$ cat config.mk
export PLATFORM = sky130hd
export DESIGN_NAME = mem_access_ctrl
export DESIGN_NICKNAME = d
export VERILOG_FILES = /design/src/rtl/mem_access_ctrl.sv
export SDC_FILE = /design/constraint.sdc
export NUM_CORES = 1
export LEC_CHECK = 0
export ABC_AREA = 0
export CAP_MARGIN = 20
export CORE_ASPECT_RATIO = 0.6
export CORE_UTILIZATION = 32
export CTS_CLUSTER_SIZE = 20
export DETAILED_ROUTE_END_ITERATION = 16
export PLACE_DENSITY = 0.67
export SLEW_MARGIN = 20
export SYNTH_ARGS = -nofsm -noshare
export SYNTH_HDL_FRONTEND = slang
export SYNTH_SLANG_ARGS = --single-unit
export TNS_END_PERCENT = 1
$ cat constraint.sdc
create_clock -name clk -period 4.22 [get_ports clk]
set_input_delay 0.633 -clock clk [delete_from_list [all_inputs] [get_ports clk]]
set_output_delay 0.633 -clock clk [all_outputs]
set_load 0.01 [all_outputs]
$ cat src/rtl/mem_access_ctrl.sv
// -----------------------------------------------------------------------------
// mem_access_ctrl
//
// Memory-stage access controller between the EX/MEM pipeline register and a
// word-wide, combinational-read data RAM. Handles MIPS lb/lbu/lh/lhu/lw and
// sb/sh/sw with little-endian lane selection. Loads return formatted and
// extended data one cycle later. Word stores write in the same cycle.
// Byte/half stores become a two-cycle read-modify-write:
//   - cycle 1 (IDLE):   read the word, merge the new lane(s), assert stall.
//   - cycle 2 (RMW_WR): write the merged word back.
// Misaligned or reserved-size requests raise a one-cycle misalign_err pulse.
// They touch nothing else.
//
// Optional feature macro: MEM_ACCESS_STATS_EN
//   defined   : four 16-bit saturating statistics counters
//   undefined : stat_* outputs tied to zero, no counter flops
//
// Parameters
//   DATA_WIDTH  word width; the lane layout assumes 32
//   ADDR_WIDTH  RAM word-address bits (depth 2**ADDR_WIDTH)
//
// Ports
//   clk, reset          clock (rising edge), asynchronous active-high reset
//   req_valid           request present this cycle
//   req_we              1 = store, 0 = load
//   req_size            00 byte, 01 half, 10 word, 11 reserved
//   req_unsigned        loads: 1 = zero-extend, 0 = sign-extend
//   req_addr            byte address
//   req_wdata           right-aligned store data
//   stall               combinational; asserted during the RMW read cycle
//   rdata, rdata_valid  registered load result and its one-cycle pulse
//   misalign_err        registered one-cycle error pulse
//   ram_addr            RAM word address
//   ram_wdata, ram_we   RAM write data and write enable
//   ram_q               RAM combinational read data
//   stat_loads, stat_stores, stat_rmw, stat_errs   statistics counters
// -----------------------------------------------------------------------------
module mem_access_ctrl #(
    parameter int DATA_WIDTH = 32,
    parameter int ADDR_WIDTH = 8
) (
    input  logic                  clk,
    input  logic                  reset,
    input  logic                  req_valid,
    input  logic                  req_we,
    input  logic [1:0]            req_size,
    input  logic                  req_unsigned,
    input  logic [31:0]           req_addr,
    input  logic [DATA_WIDTH-1:0] req_wdata,
    output logic                  stall,
    output logic [DATA_WIDTH-1:0] rdata,
    output logic                  rdata_valid,
    output logic                  misalign_err,
    output logic [ADDR_WIDTH-1:0] ram_addr,
    output logic [DATA_WIDTH-1:0] ram_wdata,
    output logic                  ram_we,
    input  logic [DATA_WIDTH-1:0] ram_q,
    output logic [15:0]           stat_loads,
    output logic [15:0]           stat_stores,
    output logic [15:0]           stat_rmw,
    output logic [15:0]           stat_errs
);

    localparam logic [1:0] SIZE_BYTE = 2'b00;
    localparam logic [1:0] SIZE_HALF = 2'b01;
    localparam logic [1:0] SIZE_WORD = 2'b10;

    typedef enum logic {
        IDLE,
        RMW_WR
    } state_t;

    state_t                  state_q, state_d;
    logic [DATA_WIDTH-1:0]   merge_q, merge_d;
    logic [ADDR_WIDTH-1:0]   addr_q, addr_d;
    logic [DATA_WIDTH-1:0]   rdata_q, rdata_d;
    logic                    rdata_valid_q, rdata_valid_d;
    logic                    misalign_q, misalign_d;

    logic [ADDR_WIDTH-1:0]   req_word;
    logic [1:0]              lane;
    logic                    misaligned;
    logic [DATA_WIDTH-1:0]   load_ext;
    logic [DATA_WIDTH-1:0]   merged;
    logic                    acc_load;
    logic                    acc_err;
    logic                    acc_word_st;
    logic                    acc_sub_st;

    // Address bits above the RAM word address are intentionally ignored
    // (the address space wraps).
    logic unused_addr_bits;
    assign unused_addr_bits = ^req_addr[31:ADDR_WIDTH+2];

    assign req_word = req_addr[ADDR_WIDTH+1:2];
    assign lane     = req_addr[1:0];

    // The reserved size is treated as misaligned, whatever the address.
    assign misaligned = (req_size == 2'b11)
                     || (req_size == SIZE_HALF && lane[0])
                     || (req_size == SIZE_WORD && lane != 2'b00);

    // Request classification. Requests are accepted only in IDLE and only
    // while reset is low.
    assign acc_err     = (state_q == IDLE) && req_valid && !reset && misaligned;
    assign acc_load    = (state_q == IDLE) && req_valid && !reset && !misaligned && !req_we;
    assign acc_word_st = (state_q == IDLE) && req_valid && !reset && !misaligned && req_we
                      && (req_size == SIZE_WORD);
    assign acc_sub_st  = (state_q == IDLE) && req_valid && !reset && !misaligned && req_we
                      && (req_size != SIZE_WORD);

    // Load formatting: pick the lane out of the RAM word and extend it.
    always_comb begin
        logic [7:0]  byte_sel;
        logic [15:0] half_sel;
        // NOTE: every variable written in a combinational block gets a default
        // first, so no path can leave it unassigned and infer a latch.
        byte_sel = ram_q[7:0];
        half_sel = lane[1] ? ram_q[31:16] : ram_q[15:0];
        load_ext = ram_q;
        case (lane)
            2'd0:    byte_sel = ram_q[7:0];
            2'd1:    byte_sel = ram_q[15:8];
            2'd2:    byte_sel = ram_q[23:16];
            default: byte_sel = ram_q[31:24];
        endcase
        if (req_size == SIZE_BYTE) begin
            load_ext = req_unsigned ? {24'h0, byte_sel} : {{24{byte_sel[7]}}, byte_sel};
        end else if (req_size == SIZE_HALF) begin
            load_ext = req_unsigned ? {16'h0, half_sel} : {{16{half_sel[15]}}, half_sel};
        end
    end

    // Store merge: the current RAM word with the target lane(s) replaced.
    always_comb begin
        merged = ram_q;
        if (req_size == SIZE_BYTE) begin
            case (lane)
                2'd0:    merged[7:0]   = req_wdata[7:0];
                2'd1:    merged[15:8]  = req_wdata[7:0];
                2'd2:    merged[23:16] = req_wdata[7:0];
                default: merged[31:24] = req_wdata[7:0];
            endcase
        end else if (lane[1]) begin
            merged[31:16] = req_wdata[15:0];
        end else begin
            merged[15:0]  = req_wdata[15:0];
        end
    end

    // Next state, RAM interface and stall.
    always_comb begin
        state_d       = state_q;
        merge_d       = merge_q;
        addr_d        = addr_q;
        rdata_d       = rdata_q;
        rdata_valid_d = 1'b0;
        misalign_d    = 1'b0;
        stall         = 1'b0;
        ram_we        = 1'b0;
        ram_addr      = req_word;
        ram_wdata     = req_wdata;

        case (state_q)
            IDLE: begin
                if (acc_err) begin
                    misalign_d = 1'b1;
                end else if (acc_load) begin
                    rdata_d       = load_ext;
                    rdata_valid_d = 1'b1;
                end else if (acc_word_st) begin
                    ram_we = 1'b1;
                end else if (acc_sub_st) begin
                    stall   = 1'b1;
                    merge_d = merged;
                    addr_d  = req_word;
                    state_d = RMW_WR;
                end
            end
            RMW_WR: begin
                // The write-back is suppressed while reset is high, so an
                // RMW caught by reset never reaches the RAM.
                ram_we    = !reset;
                ram_addr  = addr_q;
                ram_wdata = merge_q;
                state_d   = IDLE;
            end
            default: state_d = IDLE;
        endcase
    end

    always_ff @(posedge clk or posedge reset) begin
        if (reset) begin
            state_q       <= IDLE;
            merge_q       <= '0;
            addr_q        <= '0;
            rdata_q       <= '0;
            rdata_valid_q <= 1'b0;
            misalign_q    <= 1'b0;
        end else begin
            // NOTE: sequential state uses non-blocking assignments so every
            // flop samples the pre-edge values, independent of statement order.
            state_q       <= state_d;
            merge_q       <= merge_d;
            addr_q        <= addr_d;
            rdata_q       <= rdata_d;
            rdata_valid_q <= rdata_valid_d;
            misalign_q    <= misalign_d;
        end
    end

    assign rdata        = rdata_q;
    assign rdata_valid  = rdata_valid_q;
    assign misalign_err = misalign_q;

`ifdef MEM_ACCESS_STATS_EN
    logic [15:0] loads_q, stores_q, rmw_q, errs_q;

    // Each counter saturates at 0xFFFF.
    always_ff @(posedge clk or posedge reset) begin
        if (reset) begin
            loads_q  <= '0;
            stores_q <= '0;
            rmw_q    <= '0;
            errs_q   <= '0;
        end else begin
            if (acc_load && loads_q != 16'hFFFF)
                loads_q <= loads_q + 16'd1;
            if ((acc_word_st || acc_sub_st) && stores_q != 16'hFFFF)
                stores_q <= stores_q + 16'd1;
            if (acc_sub_st && rmw_q != 16'hFFFF)
                rmw_q <= rmw_q + 16'd1;
            if (acc_err && errs_q != 16'hFFFF)
                errs_q <= errs_q + 16'd1;
        end
    end

    assign stat_loads  = loads_q;
    assign stat_stores = stores_q;
    assign stat_rmw    = rmw_q;
    assign stat_errs   = errs_q;
`else
    assign stat_loads  = '0;
    assign stat_stores = '0;
    assign stat_rmw    = '0;
    assign stat_errs   = '0;
`endif

endmodule

==> metrics.txt, run 1 <==
initial cell density of the core 33.0%; worst slew pin tran 0.847 ns; Synth warnings 0; WL final 15900 um; Compound-Gate Fraction of Synth Area 17.8%; Synth top cells by count dfrtp_1 (75), nand2_1 (71), buf_4 (65); Worst EP required 3.59 ns; most frequent cell after synthesis dfrtp_1; RR Startpoint state_q; layout cells sized above 1 13.9%; Final TNS setup 0 ns; post-synthesis mux area share 18.3%; CTS buffer count 9; post-synthesis adder-cell area fraction 0%; power density cells 383 nW/um^2; Critical path origin reset; Final Max Slew Viols 0; Overall Global Routing Usage 20.7%; largest family of logic cells by synthesized area multiplexers; period utilization 76.3%; largest net degree at the start of global routing 73; Tmin final 3.22 ns; DRC Markers 0; number of diodes 0; FILL cells 1384; post-synthesis async set-or-reset flop share 100%; startpoint class of the critical path input port; number of synthesized flops with an enable pin 0; post-synth cell types 41; Die Height 96.9 um; Worst setup endpoint stall; DR vias/cell 4.86; Core Util, Final 45.3%; Clock transition at path regs 0.06 ns; Post-Synth XOR/XNOR Area 0%; Peak VDD IR 0.169 mV; synth-to-layout area growth 37.2%; reg2reg end rdata[11]; first-pass GRT wire length 24500 um; H-tree level count 3; post-synthesis area per instance 9.34 sq um; hold_buf cts 0; number of port buffers 156; clk_lat worst skew 0.34 ns; num rows 34; synthesized cell area 4800 sq um; final setup margin 0.999 ns; register area share after synthesis 39.1%; Yosys top cell area share 39.1%; Core Box Area 14500 sq um; R2R depth 7; first drt pass iteration count 4; num ports 243; leakage 2.82 nW; CTS root buf clkbuf_16; Routed Antenna Nets 0; # nets final 758; Final Setup Violations 0; Placement Setup Slack 0.994 ns; status finished clean; Setup Skew 0.00511 ns; total of max-cap violations 0; HPWL Detailed 12000 um; crit path kind in2out; Clock Sinks 75; initial antenna violation count 0; Starting DRT DRC Count 242; area leader, netlist dfrtp_1; Top FF cell, synth dfrtp_1; via count 4174; RSZ-0062 raised after global routing false; total die area 15500 sq um; final hold viol count 0; Synth Instances 514; post-synthesis simple-gate area fraction 10.7%; Arr. time, crit path 2.59 ns; CTS tree built; grt ovf 0; Worst setup EP type output pin; slew margin rel. 43.5%; top post-synthesis cells by area dfrtp_1 (39%), mux2_2 (11%), buf_4 (10%), nand2_1 (5.6%), o21ai_0 (5.1%); CP Max Fanout 4; hold_ws 0.476 ns; DIE WIDTH 160 um; synthesized flop and latch total 75; Max Fclk 310 MHz; Hold Crit Class reg2reg; vias in the first global route 4264; Post-CTS Setup Bufs 0; GP Congestion 0.870; post-cts sizing count 0; register-to-register setup slack 1.71 ns; Max clock buf depth 2; Power, Total 2.52 mW; DR WL/cell 18.5 um
power by group:
part	switching (mW)	internal (mW)	total [mW]
Clock	0.312	0.490	0.802
Sequential	0.0965	0.883	0.979
Combinational	0.344	0.395	0.740
worst min path at each step:
stage / endpoint / depth (start not counted) / startpoint
3_5_place_dp: merge_q[6] / 2 / merge_q[6]
2_1_floorplan: merge_q[0] / 2 / merge_q[0]
5_1_grt: merge_q[10] / 2 / merge_q[10]
3_3_place_gp: merge_q[0] / 2 / merge_q[0]
4_1_cts: merge_q[3] / 2 / merge_q[3]
6_report: merge_q[10] / 2 / merge_q[10]
state kept, by name (all words and copies together) (netlist names):
signal        cells
state_q           1
rdata_valid       1
addr_q            8
rdata            32
merge_q          32
misalign_err      1
per-stage QoR:
| step | instance area [sq um] | cells |
|---|---|---|
| floorplan | 5040 | 577 |
| global placement | 6280 | 842 |
| detailed placement | 6280 | 842 |
| CTS | 6590 | 858 |
| global route | 6590 | 858 |
| finish | 6590 | 858 |
final cells by class:
type,count,area [sq um],area share [%]
Sequential cell,75,1880,28.5
Timing Repair Buffer,168,1650,25.0
Clock buffer,12,256,3.89
Tap cell,198,248,3.76
Clock inverter,4,50.0,0.760
Inverter,6,23.8,0.361
Multi-Input combinational cell,395,2490,37.7
cells in the final DEF, fill, tap and decap left out, types with 2 or more instances in the layout:
cell,netlist,routed
a21oi_1,24,24
a221oi_1,3,3
a22o_1,4,4
a22oi_1,3,3
a2bb2oi_1,14,14
a31oi_1,7,7
a32oi_1,3,3
and2_1,2,2
buf_4,65,12
clkbuf_16,0,9
clkbuf_8,0,2
clkdlybuf4s50_1,0,155
clkinv_2,0,2
clkinvlp_4,0,2
conb_1,1,64
dfrtp_1,75,74
inv_1,5,4
mux2_2,47,47
mux2_4,5,5
mux2i_1,16,16
mux4_2,5,5
nand2_1,71,71
nand3_1,4,4
nor2_1,35,35
nor2b_1,4,4
nor3_1,2,2
o21a_1,8,8
o21ai_0,49,49
o21ai_1,4,4
o221ai_1,4,4
o22a_1,7,7
routing by layer:
metal	GRT usage, %	vias up	part of all wire, %
li1	-	1961	-
met1	29.0	2031	46
met2	31.5	170	44
met3	6.60	12	8.5
met4	3.59	0	0.57
met5	0	-	0
logic make-up after synthesis:
family	Yosys count
other cells	1
simple gates	124
mux	73
flops	75
buf+inv	107
compound gates	134
critical path: stages:
cell,delay (ns)
clkdlybuf4s50_1,0.47
or3b_1,0.40
a2111o_2,0.44
inv_1,0.08
clkdlybuf4s50_1,0.56
Note: power is estimated with default switching activity, not from simulation.
==> inputs of run 2 (changes only) <==
--- a/config.mk
+++ b/config.mk
@@ -11,7 +11,7 @@
 export CORE_UTILIZATION = 32
 export CTS_CLUSTER_SIZE = 20
 export DETAILED_ROUTE_END_ITERATION = 16
-export PLACE_DENSITY = 0.67
+export PLACE_DENSITY = 0.69
 export SLEW_MARGIN = 20
 export SYNTH_ARGS = -nofsm -noshare
 export SYNTH_HDL_FRONTEND = slang
==> constraint.sdc (replaced) <==
create_clock -name clk -period 2.9 [get_ports clk]
set_input_delay 0.435 -clock clk [delete_from_list [all_inputs] [get_ports clk]]
set_output_delay 0.435 -clock clk [all_outputs]
set_load 0.01 [all_outputs]
==> metrics.txt, run 2 (synthesis results as in run 1) <==
status finished clean; Setup Skew 0.00728 ns; num rows 34; delay-heaviest family, CP buffers and inverters; Overall Global Routing Usage 21.2%; critical-path cell list clkdlybuf4s50_1 -> nor2_1 -> a41oi_1 -> nor2_1 -> clkdlybuf4s50_1; Starting DRT DRC Count 323; Core Util, Final 45.8%; CP Max Fanout 7; num ports 243; initial antenna violation count 0; synth-to-layout area growth 38.8%; Core Box Area 14500 sq um; Final Max Slew Viols 0; commonest non-fill, non-tap cells in the layout clkdlybuf4s50_1 (154), dfrtp_1 (74), nand2_1 (71), conb_1 (64), o21ai_0 (49); RSZ-0062 raised after global routing false; Power, Total 3.61 mW; R2R depth 7; Max clock buf depth 2; WL final 16200 um; Worst EP required 2.47 ns; first drt pass iteration count 4; Arr. time, crit path 2.19 ns; first-pass GRT wire length 25000 um; FILL cells 1409; total of max-cap violations 0; final hold viol count 0; Clock transition at path regs 0.06 ns; Final Setup Violations 0; crit path kind in2out; worst slew pin tran 0.971 ns; commonest non-fill, non-tap cell in the layout clkdlybuf4s50_1; DR vias/cell 4.88; Placed Area 6380 sq um; GP Congestion 0.845; startpoint class of the critical path input port; Die Height 96.9 um; Final TNS setup 0 ns; leakage 2.89 nW; WP buf/inv 2; layout cells sized above 1 15.2%; DR WL/cell 18.6 um; Max Fclk 382 MHz; grt ovf 0; Hold Crit Class in2reg; via count 4240; fin area 6660 sq um; number of stages on the worst setup path 5; Clock Sinks 75; area of the multi-input gates 2490 sq um; FF/Latch Area 1880 sq um; period utilization 90.4%; CTS buffer count 9; number of diodes 0; # nets final 769; Crit path largest cell delay 0.56 ns; CTS tree built; Routed Antenna Nets 0; HPWL Detailed 12200 um; Peak VDD IR 0.217 mV; slew margin rel. 35.0%; clk_lat worst skew 0.34 ns; largest net degree at the start of global routing 73; initial cell density of the core 33.0%; number of port buffers 156; vias in the first global route 4214; CTS root buf clkbuf_16; total die area 15500 sq um; Tmin final 2.62 ns; slowest cell on the critical path clkdlybuf4s50_1; DRC Markers 0; power density cells 542 nW/um^2; Worst setup EP type output pin; DIE WIDTH 160 um; Hold Path Depth 3; hold_buf cts 0; H-tree level count 3
==> run 2: cell types whose count changed in the layout (fill, tap and decap cells not counted) <==
cell,previous run,this run
buf_4,12,22
clkinvlp_4,2,0
buf_12,0,1
bufinv_16,1,0
clkbuf_1,1,2
clkbuf_8,2,3
clkdlybuf4s50_1,155,154
clkinv_2,2,3
dlymetal6s2s_1,0,1
==> run 2: metal layers <==
layer | part of all wire (%) | vias up | global-route usage [%] | wire [um]
li1 | - | 1989 | - | -
met5 | 0 | - | 0 | 0
met4 | 1.5 | 0 | 5.20 | 246
met3 | 6.6 | 17 | 5.27 | 1080
met1 | 49 | 2068 | 31.2 | 8000
met2 | 42 | 166 | 30.8 | 6870
==> run 2: final timing paths <==
kind / from / endpoint / slack (ns)
worst max register to register: state_q / rdata[11] / 0.70
min in group asynchronous: reset / rdata[0] / 0.49
worst max-delay path: req_addr[1] / ram_we / 0.28
worst min register to register: merge_q[14] / merge_q[14] / 0.48
max in group asynchronous: reset / rdata[11] / 1.78
worst min-delay path: req_size[1] / rdata[31] / 0.47
==> run 2: metrics by stage <==
stage	std cells	setup WS, ns	hold WS (ns)
2_1_floorplan	577	0.555	0.444
3_3_place_gp	853	0.0702	0.458
3_5_place_dp	853	0.0517	0.468
4_1_cts	869	0.0397	0.453
5_1_grt	869	0.153	0.507
6_report	869	0.279	0.471
==> run 2: layout make-up <==
class	count	share of cell area, %
inverters	6	0.357
clock buffers	14	4.11
repair buffers	179	26.2
clock inverters	2	0.150
multi-input cells	395	37.3
flip-flops and latches	75	28.2
well taps	198	3.72
==> run 2: report_power, final <==
part           switching, mW  internal (mW)  total (mW)  leakage [nW]
Sequential             0.145           1.28        1.43         0.911
Clock                  0.447          0.648        1.10         0.143
Combinational          0.498          0.587        1.08          1.84
==> run 2: repair_timing <==
action	in CTS	in global routing
resized for setup	0	1
buffers inserted	0	0
endpoints found under the setup margin	0	1
==> run 2: tightest hold or removal path, delay by kind of cell <==
kind	cells	cell delay, ns
buf+inv	1	0.19
compound gates	1	0.05
simple gates	1	0.09
==> inputs of run 3 (changes only) <==
--- a/config.mk
+++ b/config.mk
@@ -6,11 +6,11 @@
 export NUM_CORES = 1
 export LEC_CHECK = 0
 export ABC_AREA = 0
-export CAP_MARGIN = 20
 export CORE_ASPECT_RATIO = 0.6
 export CORE_UTILIZATION = 32
 export CTS_CLUSTER_SIZE = 20
 export DETAILED_ROUTE_END_ITERATION = 16
+export GPL_ROUTABILITY_DRIVEN = 0
 export PLACE_DENSITY = 0.69
 export SLEW_MARGIN = 20
 export SYNTH_ARGS = -nofsm -noshare
==> metrics.txt, run 3 (synthesis results as in run 1) <==
layout cells sized above 1 14.5%; Die Height 96.9 um; Worst setup EP type output pin; post-cts sizing count 0; synth-to-layout area growth 38.4%; power density cells 547 nW/um^2; final hold viol count 0; Post-Layout Cell Count 867; vias in the first global route 4191; Overall Global Routing Usage 20.7%; hold_ws 0.476 ns; HPWL Detailed 12100 um; Post-CTS Setup Bufs 0; crit path kind in2out; RR Startpoint state_q; area of the multi-input gates 2490 sq um; fin area 6650 sq um; Arr. time, crit path 2.42 ns; num ports 243; Tmin final 2.85 ns; first drt pass iteration count 5; DR WL/cell 18.3 um; worst slew pin tran 1.02 ns; DRC Markers 0; Max clock buf depth 2; leakage 2.86 nW; CTS tree built; Placement Setup Slack 0.0439 ns; via count 4319; CP Max Fanout 3; H-tree level count 3; period utilization 98.4%; hold_buf cts 0; clk_lat worst skew 0.34 ns; Clock transition at path regs 0.05 ns; Placed Area 6350 sq um; num rows 34; initial cell density of the core 33.0%; Starting DRT DRC Count 303; Core Util, Final 45.7%; commonest non-fill, non-tap cells in the layout clkdlybuf4s50_1 (155), dfrtp_1 (74), nand2_1 (71), conb_1 (64), o21ai_0 (49); Final Max Slew Viols 0; Power, Total 3.63 mW; Hold Crit Start merge_q[2]; Worst EP required 2.47 ns; CTS root buf clkbuf_16; Final Setup Violations 0; Max Fclk 350 MHz; total die area 15500 sq um; RSZ-0062 raised after global routing false; register-to-register setup slack 0.69 ns; final setup margin 0.0458 ns; FF/Latch Area 1880 sq um; slew margin rel. 32.0%; Final TNS setup 0 ns; FILL cells 1403; Routed Antenna Nets 0; Cells after DPL 850; number of port buffers 156; DIE WIDTH 160 um; commonest non-fill, non-tap cell in the layout clkdlybuf4s50_1; Hold Crit Class reg2reg; WL final 15900 um; total of max-cap violations 0; largest net degree at the start of global routing 73; startpoint class of the critical path input port; Setup Skew 0.00831 ns; status finished clean; # nets final 766; Peak VDD IR 0.295 mV; first-pass GRT wire length 24400 um; grt ovf 0; initial antenna violation count 1; Clock Sinks 75; Core Box Area 14500 sq um; Critical path origin req_valid; DR vias/cell 4.98; CTS buffer count 9
## run 3: cell types whose count changed in the layout (fill, tap and decap cells not counted), sizes merged
cell,delta
bufinv,+1
dlymetal6s2s,-1
clkdlybuf4s50,+1
clkinv,-1
diode,+1
buf,-3
## run 3: worst paths after layout
path,to,cells after the start
setup / recovery,stall,5
hold / removal,merge_q[2],2
setup reg to reg,rdata[14],7
hold reg to reg,merge_q[2],2
max in group asynchronous,state_q,4
min in group asynchronous,rdata[20],3
## run 3: routing by layer
layer	track usage, %	wire [um]	part of all wire, %
met2	30.5	7020	44
met4	4.54	155	0.97
met3	5.06	1140	7.2
met1	30.2	7590	48
met5	0	0	0
## run 3: report_power, final
group	internal (mW)	switching (mW)	leakage (nW)
registers	1.29	0.142	0.911
logic	0.584	0.503	1.81
clock network	0.690	0.429	0.141
## run 3: cell type report
class                           instances  area share (%)
Multi-Input combinational cell        395            37.4
Sequential cell                        75            28.3
Antenna cell                            1          0.0377
Inverter                                6           0.358
Tap cell                              198            3.73
Clock inverter                          2           0.527
Clock buffer                           14            3.82
Timing Repair Buffer                  176            25.9
## run 3: worst max-delay path, cell delays in order
cell             delay, ns
clkdlybuf4s50_1       0.48
or3b_1                0.38
a2111o_2              0.44
inv_1                 0.12
clkdlybuf4s50_1       0.56
